<file path="src/rtl/mult_add_feeder.sv">
// mult_add_feeder
//   Operand feeder for a 2-stage multiplier-adder (RES = A_reg2*B_reg2 + C).
//   Buffers (A,B,C) triplets in a small FIFO, issues A/B to the multiplier when
//   issue_en allows, and delays C plus a valid bit so they line up with RES.
//
// Ports
//   clk         rising-edge clock
//   rst_n       synchronous reset, active low
//   in_valid    input triplet valid
//   in_ready    FIFO can accept (registered !full)
//   in_a/b/c    multiplicand, multiplier, addend
//   issue_en    downstream permits an issue this cycle
//   mul_a/b     registered operands to the multiplier
//   mul_c       registered addend, aligned with RES
//   res_valid   RES at multiplier output is valid this cycle
//   fifo_count  entries held in the FIFO
//   issued_cnt  issues since reset, wraps modulo 2^CW
module mult_add_feeder #(
    parameter int unsigned DW    = 8,
    parameter int unsigned DEPTH = 4,
    parameter int unsigned CW    = 16
) (
    input  logic                       clk,
    input  logic                       rst_n,
    input  logic                       in_valid,
    output logic                       in_ready,
    input  logic [DW-1:0]              in_a,
    input  logic [DW-1:0]              in_b,
    input  logic [DW-1:0]              in_c,
    input  logic                       issue_en,
    output logic [DW-1:0]              mul_a,
    output logic [DW-1:0]              mul_b,
    output logic [DW-1:0]              mul_c,
    output logic                       res_valid,
    output logic [$clog2(DEPTH):0]     fifo_count,
    output logic [CW-1:0]              issued_cnt
);

    localparam int unsigned AW = $clog2(DEPTH);

    logic [DW-1:0] mem_a [DEPTH];
    logic [DW-1:0] mem_b [DEPTH];
    logic [DW-1:0] mem_c [DEPTH];
    logic [AW-1:0] wr_ptr;
    logic [AW-1:0] rd_ptr;

    // Addend and valid travel two stages behind the issue edge so that they
    // meet RES after the multiplier's two internal register stages.
    logic [DW-1:0] c_s0, c_s1;
    logic          v_s0, v_s1;

    logic push;
    logic pop;
    logic [AW:0] count_next;

    // in_ready comes only from the registered count; a concurrent pop never
    // opens a slot in the same cycle.
    assign in_ready = (fifo_count != (AW+1)'(DEPTH));

    always_comb begin
        push       = in_valid & in_ready;
        pop        = issue_en & (fifo_count != '0);
        count_next = fifo_count;
        if (push && !pop) begin
            count_next = fifo_count + 1'b1;
        end else if (pop && !push) begin
            count_next = fifo_count - 1'b1;
        end
    end

    always_ff @(posedge clk) begin
        if (!rst_n) begin
            for (int i = 0; i < int'(DEPTH); i++) begin
                mem_a[i] <= '0;
                mem_b[i] <= '0;
                mem_c[i] <= '0;
            end
            wr_ptr     <= '0;
            rd_ptr     <= '0;
            fifo_count <= '0;
            mul_a      <= '0;
            mul_b      <= '0;
            c_s0       <= '0;
            v_s0       <= 1'b0;
            c_s1       <= '0;
            v_s1       <= 1'b0;
            mul_c      <= '0;
            res_valid  <= 1'b0;
            issued_cnt <= '0;
        end else begin
            if (push) begin
                mem_a[wr_ptr] <= in_a;
                mem_b[wr_ptr] <= in_b;
                mem_c[wr_ptr] <= in_c;
                wr_ptr        <= wr_ptr + 1'b1;
            end
            if (pop) begin
                rd_ptr <= rd_ptr + 1'b1;
            end
            fifo_count <= count_next;

            // Bubbles issue zeros so idle slots carry no stale data.
            mul_a <= pop ? mem_a[rd_ptr] : '0;
            mul_b <= pop ? mem_b[rd_ptr] : '0;
            c_s0  <= pop ? mem_c[rd_ptr] : '0;
            v_s0  <= pop;

            c_s1      <= c_s0;
            v_s1      <= v_s0;
            mul_c     <= c_s1;
            res_valid <= v_s1;

            issued_cnt <= issued_cnt + CW'(pop);
        end
    end

endmodule

</file>
<file path="config.mk">
export PLATFORM = sky130hd
export DESIGN_NAME = mult_add_feeder
export DESIGN_NICKNAME = d
export VERILOG_FILES = /design/src/rtl/mult_add_feeder.sv
export SDC_FILE = /design/constraint.sdc
export NUM_CORES = 1
export LEC_CHECK = 0
export ABC_CLOCK_PERIOD_IN_PS = 2710
export BUFFER_PORTS_ARGS = -buffer_cell sky130_fd_sc_hd__buf_4
export CAP_MARGIN = 20
export CORE_UTILIZATION = 50
export DETAILED_ROUTE_END_ITERATION = 6
export PLACE_DENSITY = 0.83
export SKIP_CTS_REPAIR_TIMING = 1
export SLEW_MARGIN = 20
export SYNTH_ARGS = -nofsm -noshare
export SYNTH_HDL_FRONTEND = slang
export SYNTH_SLANG_ARGS = --single-unit
</file>
<file path="constraint.sdc">
create_clock -name clk -period 2.71 [get_ports clk]
set_input_delay 0.271 -clock clk [delete_from_list [all_inputs] [get_ports clk]]
set_output_delay 0.271 -clock clk [all_outputs]
set_load 0.05 [all_outputs]
</file>
### After elaboration in Yosys (flattened, before gate mapping)

Memories as Yosys holds them, arrays and structs flattened. A register that Yosys moved wholly into a read port is not among the register bits.
Cells that the tools add are included.

* add/subtract/negate cells: 5
* equal/unequal tests: 1
* multiplexer cells: 15
* bitwise gates (word level): 2
* reductions and logical operators: 13

Operators by type and width (number)
* $mux 8: 3
* $reduce_or 8->1: 3
* $add 16x1->16: 1
* $mux 1: 7
* $mux 2: 3
* $mux 3: 2
* $logic_not 1->1: 5
* $add 2x1->2 const B: 2
* $add 3x1->3 const B: 1
* $ne 3x3->1 const B: 1
* $reduce_bool 3->1: 1
* $sub 3x1->3 const B: 1
* $and 1x1->1: 2
* $logic_and 1x1->1: 2
* $reduce_and 2->1: 1
* $reduce_bool 2->1: 1

* register bits: 42
* RAM bits: 96
* input port bits: 28
* output and inout bits: 45
* logic and storage cells: 48
* memories kept: 3

Memories
* mem_a: depth 4, width 8, read ports 1, clocked after memory_dff 1, write ports 4, RTL line 41 `logic [DW-1:0] mem_a [DEPTH];`
* mem_b: depth 4, width 8, read ports 1, clocked after memory_dff 1, write ports 4, RTL line 42 `logic [DW-1:0] mem_b [DEPTH];`
* mem_c: depth 4, width 8, read ports 1, clocked after memory_dff 1, write ports 4, RTL line 43 `logic [DW-1:0] mem_c [DEPTH];`

### Logic depth before layout (Yosys ltp)

Gate-level depths: netlist of run 1.

* depth after elaboration: 7
* mapped depth: 10
* gate-level depth less buffers: 8

### Worst setup path before layout of run 1

Ideal clock, no wire load.

* path kind: flip-flop to flip-flop
* from: register fifo_count[0]
* to: memory mem_a[1][0] (enable)
* library setup time: 0.438 ns
* data arrival time: 3.057 ns
* data required time: 2.272 ns
* slack: -0.785 ns
* cell stages (with the launch flop): 5
* path buffers: 0
* period minus slack after synthesis: 3.495 ns
* path through: dfxtp_1 nor3b_4 inv_2 nand3_1 o21ai_0

RTL lines
* start, declared: RTL line 35 `output logic [$clog2(DEPTH):0] fifo_count,`
* start signal, assigned: RTL line 100 `fifo_count <= count_next;`
* end, declared: RTL line 41

### Final worst setup path of run 1

* from: register fifo_count[0]
* to: register issued_cnt[8]

* longest elaborated chain between the ends: 3

Ends and longest elaborated chain
* $reduce_bool 3->1: RTL line 62 `pop = issue_en & (fifo_count != '0);`
* $and 1x1->1: RTL line 62
* $add 16x1->16: RTL line 113 `issued_cnt <= issued_cnt + CW'(pop);`
* end signal, assigned: RTL line 113
* end, declared: RTL line 36 `output logic [CW-1:0] issued_cnt`

No other way between the ends.
A chain may end at the register's enable or synchronous reset.

==> results.json, run 1 <==
{
  "drt_iter0_drc": 294,
  "crit_path_end": "issued_cnt[8]$_SDFF_PN0_",
  "dr.pass1.iters": 5,
  "cp_slowest_cell": "dfxtp_1",
  "final_nets": 566,
  "wl_per_cell_um": 17.4,
  "fin_crit_sh_pct": 81.1,
  "slowest_delay_ns": 0.49,
  "period_needed_ns": 2.20,
  "path_cells": "o31a_1, ha_1, ha_1, nand3_1, or4_1, a21oi_1",
  "seq_area_frac_synth_pct": 65.6,
  "crit_path_start": "fifo_count[0]$_SDFFE_PN0P_",
  "finClkSkew_ns": 0.00994,
  "syn_area_mm2": 0.00641,
  "synth_seq_cells": 162,
  "worst_slack_ns": 0.512,
  "row_count": 40,
  "clk_path_buf_depth": 2,
  "core-area_mm2": 0.0123,
  "hpwl_um": 7530,
  "critPathMaxFanout": 6,
  "worst_path_most_repeated_cell": "ha_1",
  "vias": 3795,
  "multi_input_area_mm2": 0.00208,
  "worst_pin_slew_ns": 0.523,
  "crit_required_ns": 3.05,
  "antenna_cells": 0,
  "drc": 0,
  "initial_core_util_pct": 52.3,
  "syn_nets": 487,
  "crit_family": "simple AND/OR/NAND/NOR gates",
  "crit_arrival_ns": 2.54,
  "fin_setup_tns_ns": 0,
  "vias_per_cell": 5.31,
  "cts_sinks": 162,
  "slew_viol_final": 0,
  "die_height_um": 115,
  "syn-instance-count": 455,
  "final_core_utilization_pct": 63.6,
  "fill_cells": 887,
  "power_density_mw_per_mm2": 863,
  "path_depth": 6,
  "die_x_um": 115,
  "synth.top_cell.area_share_pct": 45.0,
  "critPathCaptureType": "flip-flop",
  "slew-limit-headroom_pct": 65.1,
  "p_leak_nw": 3.12,
  "htreeDepth": 4,
  "hold_viol": 0,
  "cap_violations": 0,
  "overflow": 0,
  "cts_tree": "done",
  "grt_pass1_wl_um": 19400,
  "seqCellArea_mm2": 0.00421,
  "final_cell_mix": "and2_1 (116), edfxtp_1 (96), buf_4 (84)",
  "ys_warn_count": 0,
  "holdPathStages": 2,
  "final_common_cell": "and2_1",
  "clk_latency_ns": 0.42,
  "clk_pin_slew_worst_paths_ns": 0.06,
  "cp.buffers_inverters": 0,
  "ios": 73,
  "wl_um": 12400,
  "grt_max_degree": 42,
  "rsz0062_at_grt": "false",
  "synth_area_leaders": "edfxtp_1 (45%), dfxtp_1 (21%), and2_1 (11%)",
  "area_growth_pct": 21.7,
  "pre_cts_slack_ns": 0.553,
  "startpoint_type": "flip-flop",
  "setup_viol": 0,
  "gp_congestion": 0.812,
  "grt_pass1_vias": 3819,
  "final_antenna_net_count": 0,
  "r2r_start": "fifo_count[0]$_SDFFE_PN0P_",
  "drive_gt1_share_pct": 28.0,
  "reg2reg_to": "issued_cnt[8]$_SDFF_PN0_",
  "gr-usage-all-layers_pct": 20.1,
  "antenna_found_initial": 0,
  "ir_drop_mv": 0.494,
  "crit_type": "flip-flop to flip-flop",
  "yosys.area.top_type": "edfxtp_1",
  "rrSetupSlack_ns": 0.51,
  "cts_made_buffers": 17,
  "synth_cell_types": 35,
  "max_freq_ghz": 0.455,
  "hp-class": "input pin to flip-flop",
  "portBuffers": 72,
  "root_buffer": "clkbuf_16",
  "status": "finished, final reports clean",
  "syn_area_per_cell_um2": 14.1,
  "ff2ff_path_depth": 6,
  "die-area_mm2": 0.0133
}
cells by family after synthesis:
family / Yosys count / synth area share (%)
AND/OR/NAND/NOR: 195 / 18.9
flip-flops: 162 / 65.6
buffers and inverters: 34 / 2.23
multiplexers: 29 / 9.22
AO/OA/AOI/OAI: 24 / 2.23
XOR/XNOR: 7 / 0.957
adder cells (fa/ha/maj): 4 / 0.898
report_power, final:
part	total, mW	switching [mW]	leakage [nW]	internal [mW]
sequential	3.03	0.159	1.53	2.88
combinational	1.23	0.670	1.27	0.557
clock	2.47	0.987	0.310	1.48
how the worst min path moves through the flow:
stage,to,slack (ns),startpoint
after detailed placement,c_s1[7]$_SDFF_PN0_,0.42,c_s0[7]$_SDFF_PN0_
after floorplan,c_s1[0]$_SDFF_PN0_,0.41,c_s0[0]$_SDFF_PN0_
after global routing,mem_c[3][3]$_DFFE_PP_,0.14,in_c[3]
final,mem_c[3][3]$_DFFE_PP_,0.15,in_c[3]
after CTS,mem_b[0][7]$_SDFFCE_PN0P_,0.14,in_b[7]
after global placement,c_s1[7]$_SDFF_PN0_,0.42,c_s0[7]$_SDFF_PN0_
layout make-up:
class	count	area share, %
Timing Repair Buffer	85	8.34
Sequential cell	162	53.9
Clock buffer	19	6.10
Multi-Input combinational cell	259	26.7
Clock inverter	13	1.81
Tap cell	168	2.69
Inverter	9	0.433
sequential cells by signal (all words and copies together) (netlist names):
signal,cells
mem_a,32
c_s0,8
mul_b,8
mul_a,8
issued_cnt,16
fifo_count,3
v_s0,1
mem_b,32
c_s1,8
mem_c,32
res_valid,1
rd_ptr,2
wr_ptr,2
mul_c,8
v_s1,1
per-stage QoR:
step / hold WS, ns / power (mW) / cells / instance area, um2
floorplan: 0.412 / 3.93 / 455 / 6410
global placement: 0.418 / 4.26 / 683 / 7180
detailed placement: 0.417 / 4.31 / 683 / 7180
CTS: 0.143 / 6.78 / 715 / 7800
global route: 0.145 / 6.97 / 715 / 7800
finish: 0.150 / 6.73 / 715 / 7800
worst register-to-register path: stages, from the launching register on:
cell and delay (ns):
dfxtp_1 0.49, o31a_1 0.29, ha_1 0.28, ha_1 0.26
nand3_1 0.19, or4_1 0.45, a21oi_1 0.17
synthesized netlist by cell type:
master / instances
nand2b_1: 7
ha_1: 3
o21ai_0: 7
a21o_1: 1
o311ai_0: 1
nor4_1: 4
nand3_1: 8
a21oi_1: 9
buf_4: 2
xor2_1: 5
o31a_1: 1
dfxtp_1: 66
inv_2: 2
edfxtp_1: 96
or4_1: 4
nor3_2: 1
mux2i_1: 5
inv_1: 7
buf_2: 6
mux4_2: 24
or3_1: 5
nor3b_4: 1
nor2_1: 10
nand2_1: 8
and3_1: 24
o31ai_1: 5
nand4_2: 1
nand4_1: 3
fa_1: 1
and2_1: 116
nor4_2: 2
buf_1: 2
and4_4: 1
xnor2_1: 2
clkbuf_1: 15
layer usage:
metal | GRT usage [%] | up-vias | part of all wire (%)
li1 | - | 1785 | -
met1 | 23.1 | 1852 | 39
met2 | 35.6 | 138 | 54
met3 | 5.22 | 20 | 5.5
met4 | 9.00 | 0 | 1.8
met5 | 0 | - | 0
No activity file was read; power rests on OpenSTA's default activity.
==> run 2: changes to the inputs <==
--- a/config.mk
+++ b/config.mk
@@ -5,12 +5,12 @@
 export SDC_FILE = /design/constraint.sdc
 export NUM_CORES = 1
 export LEC_CHECK = 0
-export ABC_CLOCK_PERIOD_IN_PS = 2710
+export ABC_CLOCK_PERIOD_IN_PS = 2100
 export BUFFER_PORTS_ARGS = -buffer_cell sky130_fd_sc_hd__buf_4
 export CAP_MARGIN = 20
 export CORE_UTILIZATION = 50
 export DETAILED_ROUTE_END_ITERATION = 6
-export PLACE_DENSITY = 0.83
+export PLACE_DENSITY = 0.8
 export SKIP_CTS_REPAIR_TIMING = 1
 export SLEW_MARGIN = 20
 export SYNTH_ARGS = -nofsm -noshare
==> constraint.sdc (replaced) <==
create_clock -name clk -period 2.1 [get_ports clk]
set_input_delay 0.21 -clock clk [delete_from_list [all_inputs] [get_ports clk]]
set_output_delay 0.21 -clock clk [all_outputs]
set_load 0.05 [all_outputs]
==> run 2 against run 1 <==
- sequential power up 27%
- combinational power is 40% higher
- sequential share of layout area is 0.24 points lower
- count of clock-buffer cells in the layout did not move
- critical endpoint is now fifo_count[2]$_SDFFE_PN0P_
==> results.json, run 2 (synthesis gave the netlist of run 1 again) <==
{
  "worst_pin_slew_ns": 0.494,
  "crit_family": "compound AO/OA/AOI/OAI gates",
  "crit_arrival_ns": 2.42,
  "final_cell_mix": "and2_1 (116), edfxtp_1 (96), buf_4 (85)",
  "vias_per_cell": 5.34,
  "antenna_cells": 0,
  "die_height_um": 115,
  "final_common_cell": "and2_1",
  "seqCellArea_mm2": 0.00422,
  "crit_type": "flip-flop to flip-flop",
  "power_density_mw_per_mm2": 1100,
  "grt_pass1_wl_um": 19600,
  "critPathMaxFanout": 6,
  "startpoint_type": "flip-flop",
  "p_leak_nw": 3.12,
  "ir_drop_mv": 0.556,
  "period_needed_ns": 2.07,
  "drt_iter0_drc": 294,
  "row_count": 40,
  "gr-usage-all-layers_pct": 20.2,
  "die_x_um": 115,
  "slew-limit-headroom_pct": 66.6,
  "drive_gt1_share_pct": 30.2,
  "cap_violations": 0,
  "fill_cells": 871,
  "root_buffer": "clkbuf_16",
  "portBuffers": 72,
  "overflow": 0,
  "fin_crit_sh_pct": 98.7,
  "clk_latency_ns": 0.43,
  "clk_path_buf_depth": 2,
  "crit_required_ns": 2.45,
  "placedCellCount": 685,
  "reg_top3": "mem_a (32), mem_b (32), mem_c (32)",
  "ios": 73,
  "core-area_mm2": 0.0123,
  "stdcell_count": 717,
  "die-area_mm2": 0.0133,
  "final_nets": 568,
  "status": "finished, final reports clean",
  "setup_viol": 0,
  "final_core_utilization_pct": 64.1,
  "hpwl_um": 7520,
  "slowest_delay_ns": 0.39,
  "clk_pin_slew_worst_paths_ns": 0.07,
  "vias": 3826,
  "drc": 0,
  "cp.buffers_inverters": 2,
  "wl_um": 12400,
  "grt_pass1_vias": 3817,
  "rsz0062_at_grt": "true",
  "hold_viol": 0,
  "cts_made_buffers": 17,
  "multi_input_area_mm2": 0.00211,
  "critPathCaptureType": "flip-flop",
  "htreeDepth": 4,
  "cts_sinks": 162,
  "fin_setup_tns_ns": 0,
  "grt_max_degree": 50,
  "final_antenna_net_count": 0,
  "slew_viol_final": 0,
  "wl_per_cell_um": 17.3,
  "path_cells": "o31a_1, inv_4, ha_4, inv_2, fa_2, xor2_1, or3_1, a21oi_2",
  "hp-class": "input pin to flip-flop",
  "antenna_found_initial": 0,
  "cts_tree": "done",
  "initial_core_util_pct": 52.3,
  "gp_congestion": 0.789,
  "finClkSkew_ns": 0.0222,
  "area_growth_pct": 22.6,
  "cp_slowest_cell": "o31a_1",
  "dr.pass1.iters": 4,
  "max_freq_ghz": 0.482
}
## run 2: cell count changes in the layout (fill, tap and decap cells not counted), moves of 2 or more
cell	before	now
inv_1	7	5
dfxtp_4	0	3
clkinv_2	2	0
ha_1	3	1
dfxtp_1	65	62
inv_4	3	5
## run 2: report_power, final
part / switching (mW) / internal (mW)
Sequential: 0.137 / 3.72
Clock: 1.29 / 1.81
Combinational: 0.957 / 0.763
## run 2: layout make-up
| cell class | count | share of cell area [%] |
|---|---|---|
| Sequential cell | 162 | 53.7 |
| Multi-Input combinational cell | 259 | 26.9 |
| Timing Repair Buffer | 87 | 8.63 |
| Clock buffer | 19 | 6.05 |
| Tap cell | 168 | 2.68 |
| Clock inverter | 13 | 1.62 |
| Inverter | 9 | 0.462 |
## run 2: final timing paths
kind	from	end	cells after the start	slack, ns
min reg2reg	c_s0[4]$_SDFF_PN0_	c_s1[4]$_SDFF_PN0_	1	0.43
max	fifo_count[0]$_SDFFE_PN0P_	fifo_count[2]$_SDFFE_PN0P_	8	0.03
min	in_b[4]	mem_b[0][4]$_SDFFCE_PN0P_	2	0.07
max reg2reg	fifo_count[0]$_SDFFE_PN0P_	fifo_count[2]$_SDFFE_PN0P_	8	0.03
## run 2: layer usage
metal / up-vias / global-route usage (%) / share of wire (%)
met4: 0 / 8.14 / 1.2
met3: 13 / 4.85 / 5.6
met2: 133 / 34.9 / 52
met5: - / 0 / 0
li1: 1794 / - / -
met1: 1886 / 24.4 / 41
## run 2: metrics by stage
| step | total power, mW | hold slack, ns | setup WS [ns] | area [um2] |
|---|---|---|---|---|
| detailed placement | 5.63 | 0.417 | 0.0733 | 7240 |
| CTS | 8.74 | 0.0622 | 0.0610 | 7850 |
| global placement | 5.56 | 0.414 | 0.171 | 7240 |
| floorplan | 5.14 | 0.408 | -0.0791 | 6480 |
| global route | 9.00 | 0.0740 | -0.0113 | 7860 |
| finish | 8.68 | 0.0715 | 0.0272 | 7860 |
==> run 3: changes to the inputs <==
--- a/config.mk
+++ b/config.mk
@@ -8,7 +8,9 @@
 export ABC_CLOCK_PERIOD_IN_PS = 2100
 export BUFFER_PORTS_ARGS = -buffer_cell sky130_fd_sc_hd__buf_4
 export CAP_MARGIN = 20
+export CORE_MARGIN = 5
 export CORE_UTILIZATION = 50
+export CTS_CLUSTER_SIZE = 28
 export DETAILED_ROUTE_END_ITERATION = 6
 export PLACE_DENSITY = 0.8
 export SKIP_CTS_REPAIR_TIMING = 1
==> run 3 against run 2 <==
- combinational power is 3% higher
- critical path type unchanged
- power fell by 1.3%
- register-to-register slack is essentially flat
- non-clock buffer count up 5
- critical path depth unchanged
- design area up 0.16%
- sequential cell count unchanged
- worst hold slack better by 0.0057 ns
==> results.json, run 3 (synthesis gave the netlist of run 1 again) <==
{
  "combPwrFrac_pct": 20.7,
  "die_height_um": 123,
  "antenna_found_initial": 0,
  "max_freq_ghz": 0.482,
  "wl_um": 13100,
  "ir_drop_mv": 0.615,
  "pre_cts_slack_ns": 0.0774,
  "dr.pass1.iters": 6,
  "power_density_mw_per_mm2": 1090,
  "p_sw_share_pct": 26.8,
  "fin_crit_sh_pct": 98.8,
  "ff2ff_path_depth": 8,
  "finClkSkew_ns": 0.0169,
  "portBuffers": 72,
  "crit_type": "flip-flop to flip-flop",
  "place_area_mm2": 0.00725,
  "root_buffer": "clkbuf_16",
  "vias_per_cell": 5.29,
  "final_cell_mix": "and2_1 (116), edfxtp_1 (96), buf_4 (90)",
  "reg_top3": "mem_a (32), mem_b (32), mem_c (32)",
  "hold_path.startpoint": "in_a[4]",
  "clk_path_buf_depth": 2,
  "clk_latency_ns": 0.43,
  "cap_violations": 0,
  "initial_core_util_pct": 51.0,
  "fin_area_mm2": 0.00787,
  "hpwl_um": 7810,
  "seqCellArea_mm2": 0.00422,
  "worst_slack_ns": 0.0257,
  "final_common_cell": "and2_1",
  "fin_setup_tns_ns": 0,
  "grt_max_degree": 44,
  "core-area_mm2": 0.0126,
  "antenna_cells": 0,
  "die-area_mm2": 0.0152,
  "hold_viol": 0,
  "p_total_mw": 8.57,
  "slew-limit-headroom_pct": 74.0,
  "crit_arrival_ns": 2.41,
  "setup_viol": 0,
  "drt_iter0_drc": 334,
  "p_leak_nw": 3.14,
  "overflow": 0,
  "status": "finished, final reports clean",
  "final_nets": 573,
  "cts_made_buffers": 17,
  "die_x_um": 123,
  "power_frac_seq_pct": 44.9,
  "grt_pass1_wl_um": 20800,
  "multi_input_area_mm2": 0.00211,
  "slew_viol_final": 0,
  "worst_pin_slew_ns": 0.385,
  "crit_required_ns": 2.44,
  "rrSetupSlack_ns": 0.03,
  "final_antenna_net_count": 0,
  "power.switching_mw": 2.29,
  "drive_gt1_share_pct": 30.7,
  "crit_path_start": "fifo_count[1]$_SDFFE_PN0P_",
  "cts_sinks": 162,
  "critPathMaxFanout": 6,
  "vias": 3841,
  "row_count": 41,
  "r2r_start": "fifo_count[1]$_SDFFE_PN0P_",
  "gp_congestion": 0.787,
  "placedCellCount": 690,
  "grt_pass1_vias": 4009,
  "hp-class": "input pin to flip-flop",
  "drc": 0,
  "area_growth_pct": 22.8,
  "htreeDepth": 4,
  "critPathCaptureType": "flip-flop",
  "intPower_mw": 6.27,
  "clk_pin_slew_worst_paths_ns": 0.06,
  "startpoint_type": "flip-flop",
  "period_needed_ns": 2.07,
  "wl_per_cell_um": 18.1,
  "stdcell_count": 726,
  "ios": 73,
  "reg2reg_to": "fifo_count[2]$_SDFFE_PN0P_",
  "cts_tree": "done",
  "crit_path_end": "fifo_count[2]$_SDFFE_PN0P_",
  "gr-usage-all-layers_pct": 18.4,
  "fill_cells": 926,
  "clkPwrFrac_pct": 34.4,
  "rsz0062_at_grt": "true"
}
[run 3: through the flow]
stage	util, %	hold WS, ns
2_1_floorplan	-	0.408
3_3_place_gp	57.7	0.414
3_5_place_dp	57.7	0.418
4_1_cts	62.3	0.0703
5_1_grt	62.6	0.0843
6_report	62.6	0.0773
[run 3: power groups by stage]
stage | clock network [mW] | registers (mW) | logic, mW
after CTS | 2.98 | 3.86 | 1.74
after global placement | 0 | 3.90 | 1.69
after detailed placement | 0 | 3.92 | 1.72
after floorplan | 0 | 4.15 | 0.991
after global routing | 3.12 | 3.88 | 1.91
final | 2.94 | 3.85 | 1.77
[run 3: routing by layer]
layer,GRT usage (%),part of all wire [%],wire length (um),up-vias
met2,31.6,52,6830,140
li1,-,-,-,1807
met3,4.07,6.1,801,18
met4,8.58,2.0,257,0
met5,0,0,0,-
met1,22.3,40,5260,1876
[run 3: how the worst min path moves through the flow]
stage / end / slack [ns] / depth (start not counted)
5_1_grt: mem_a[1][0]$_SDFFCE_PN0P_ / 0.08 / 2
3_3_place_gp: v_s1$_SDFF_PN0_ / 0.41 / 1
6_report: mem_a[1][4]$_SDFFCE_PN0P_ / 0.08 / 2
4_1_cts: mem_a[1][4]$_SDFFCE_PN0P_ / 0.07 / 2
3_5_place_dp: res_valid$_SDFF_PN0_ / 0.42 / 1
2_1_floorplan: mem_a[0][0]$_SDFFCE_PN0P_ / 0.41 / 1
[run 3: cell type report]
cell class                      count  share of cell area (%)
Clock inverter                      7                   0.541
Sequential cell                   162                    53.6
Timing Repair Buffer               92                    9.10
Tap cell                          172                    2.73
Multi-Input combinational cell    259                    26.8
Clock buffer                       25                    6.74
Inverter                            9                   0.461
[run 3: worst max-delay path, stage by stage (launching register included)]
cell and delay, ns:
dfxtp_4 0.37, o31a_1 0.36, inv_4 0.09, ha_4 0.13
inv_2 0.04, fa_2 0.35, xor2_1 0.18, or3_1 0.33
a21oi_2 0.15
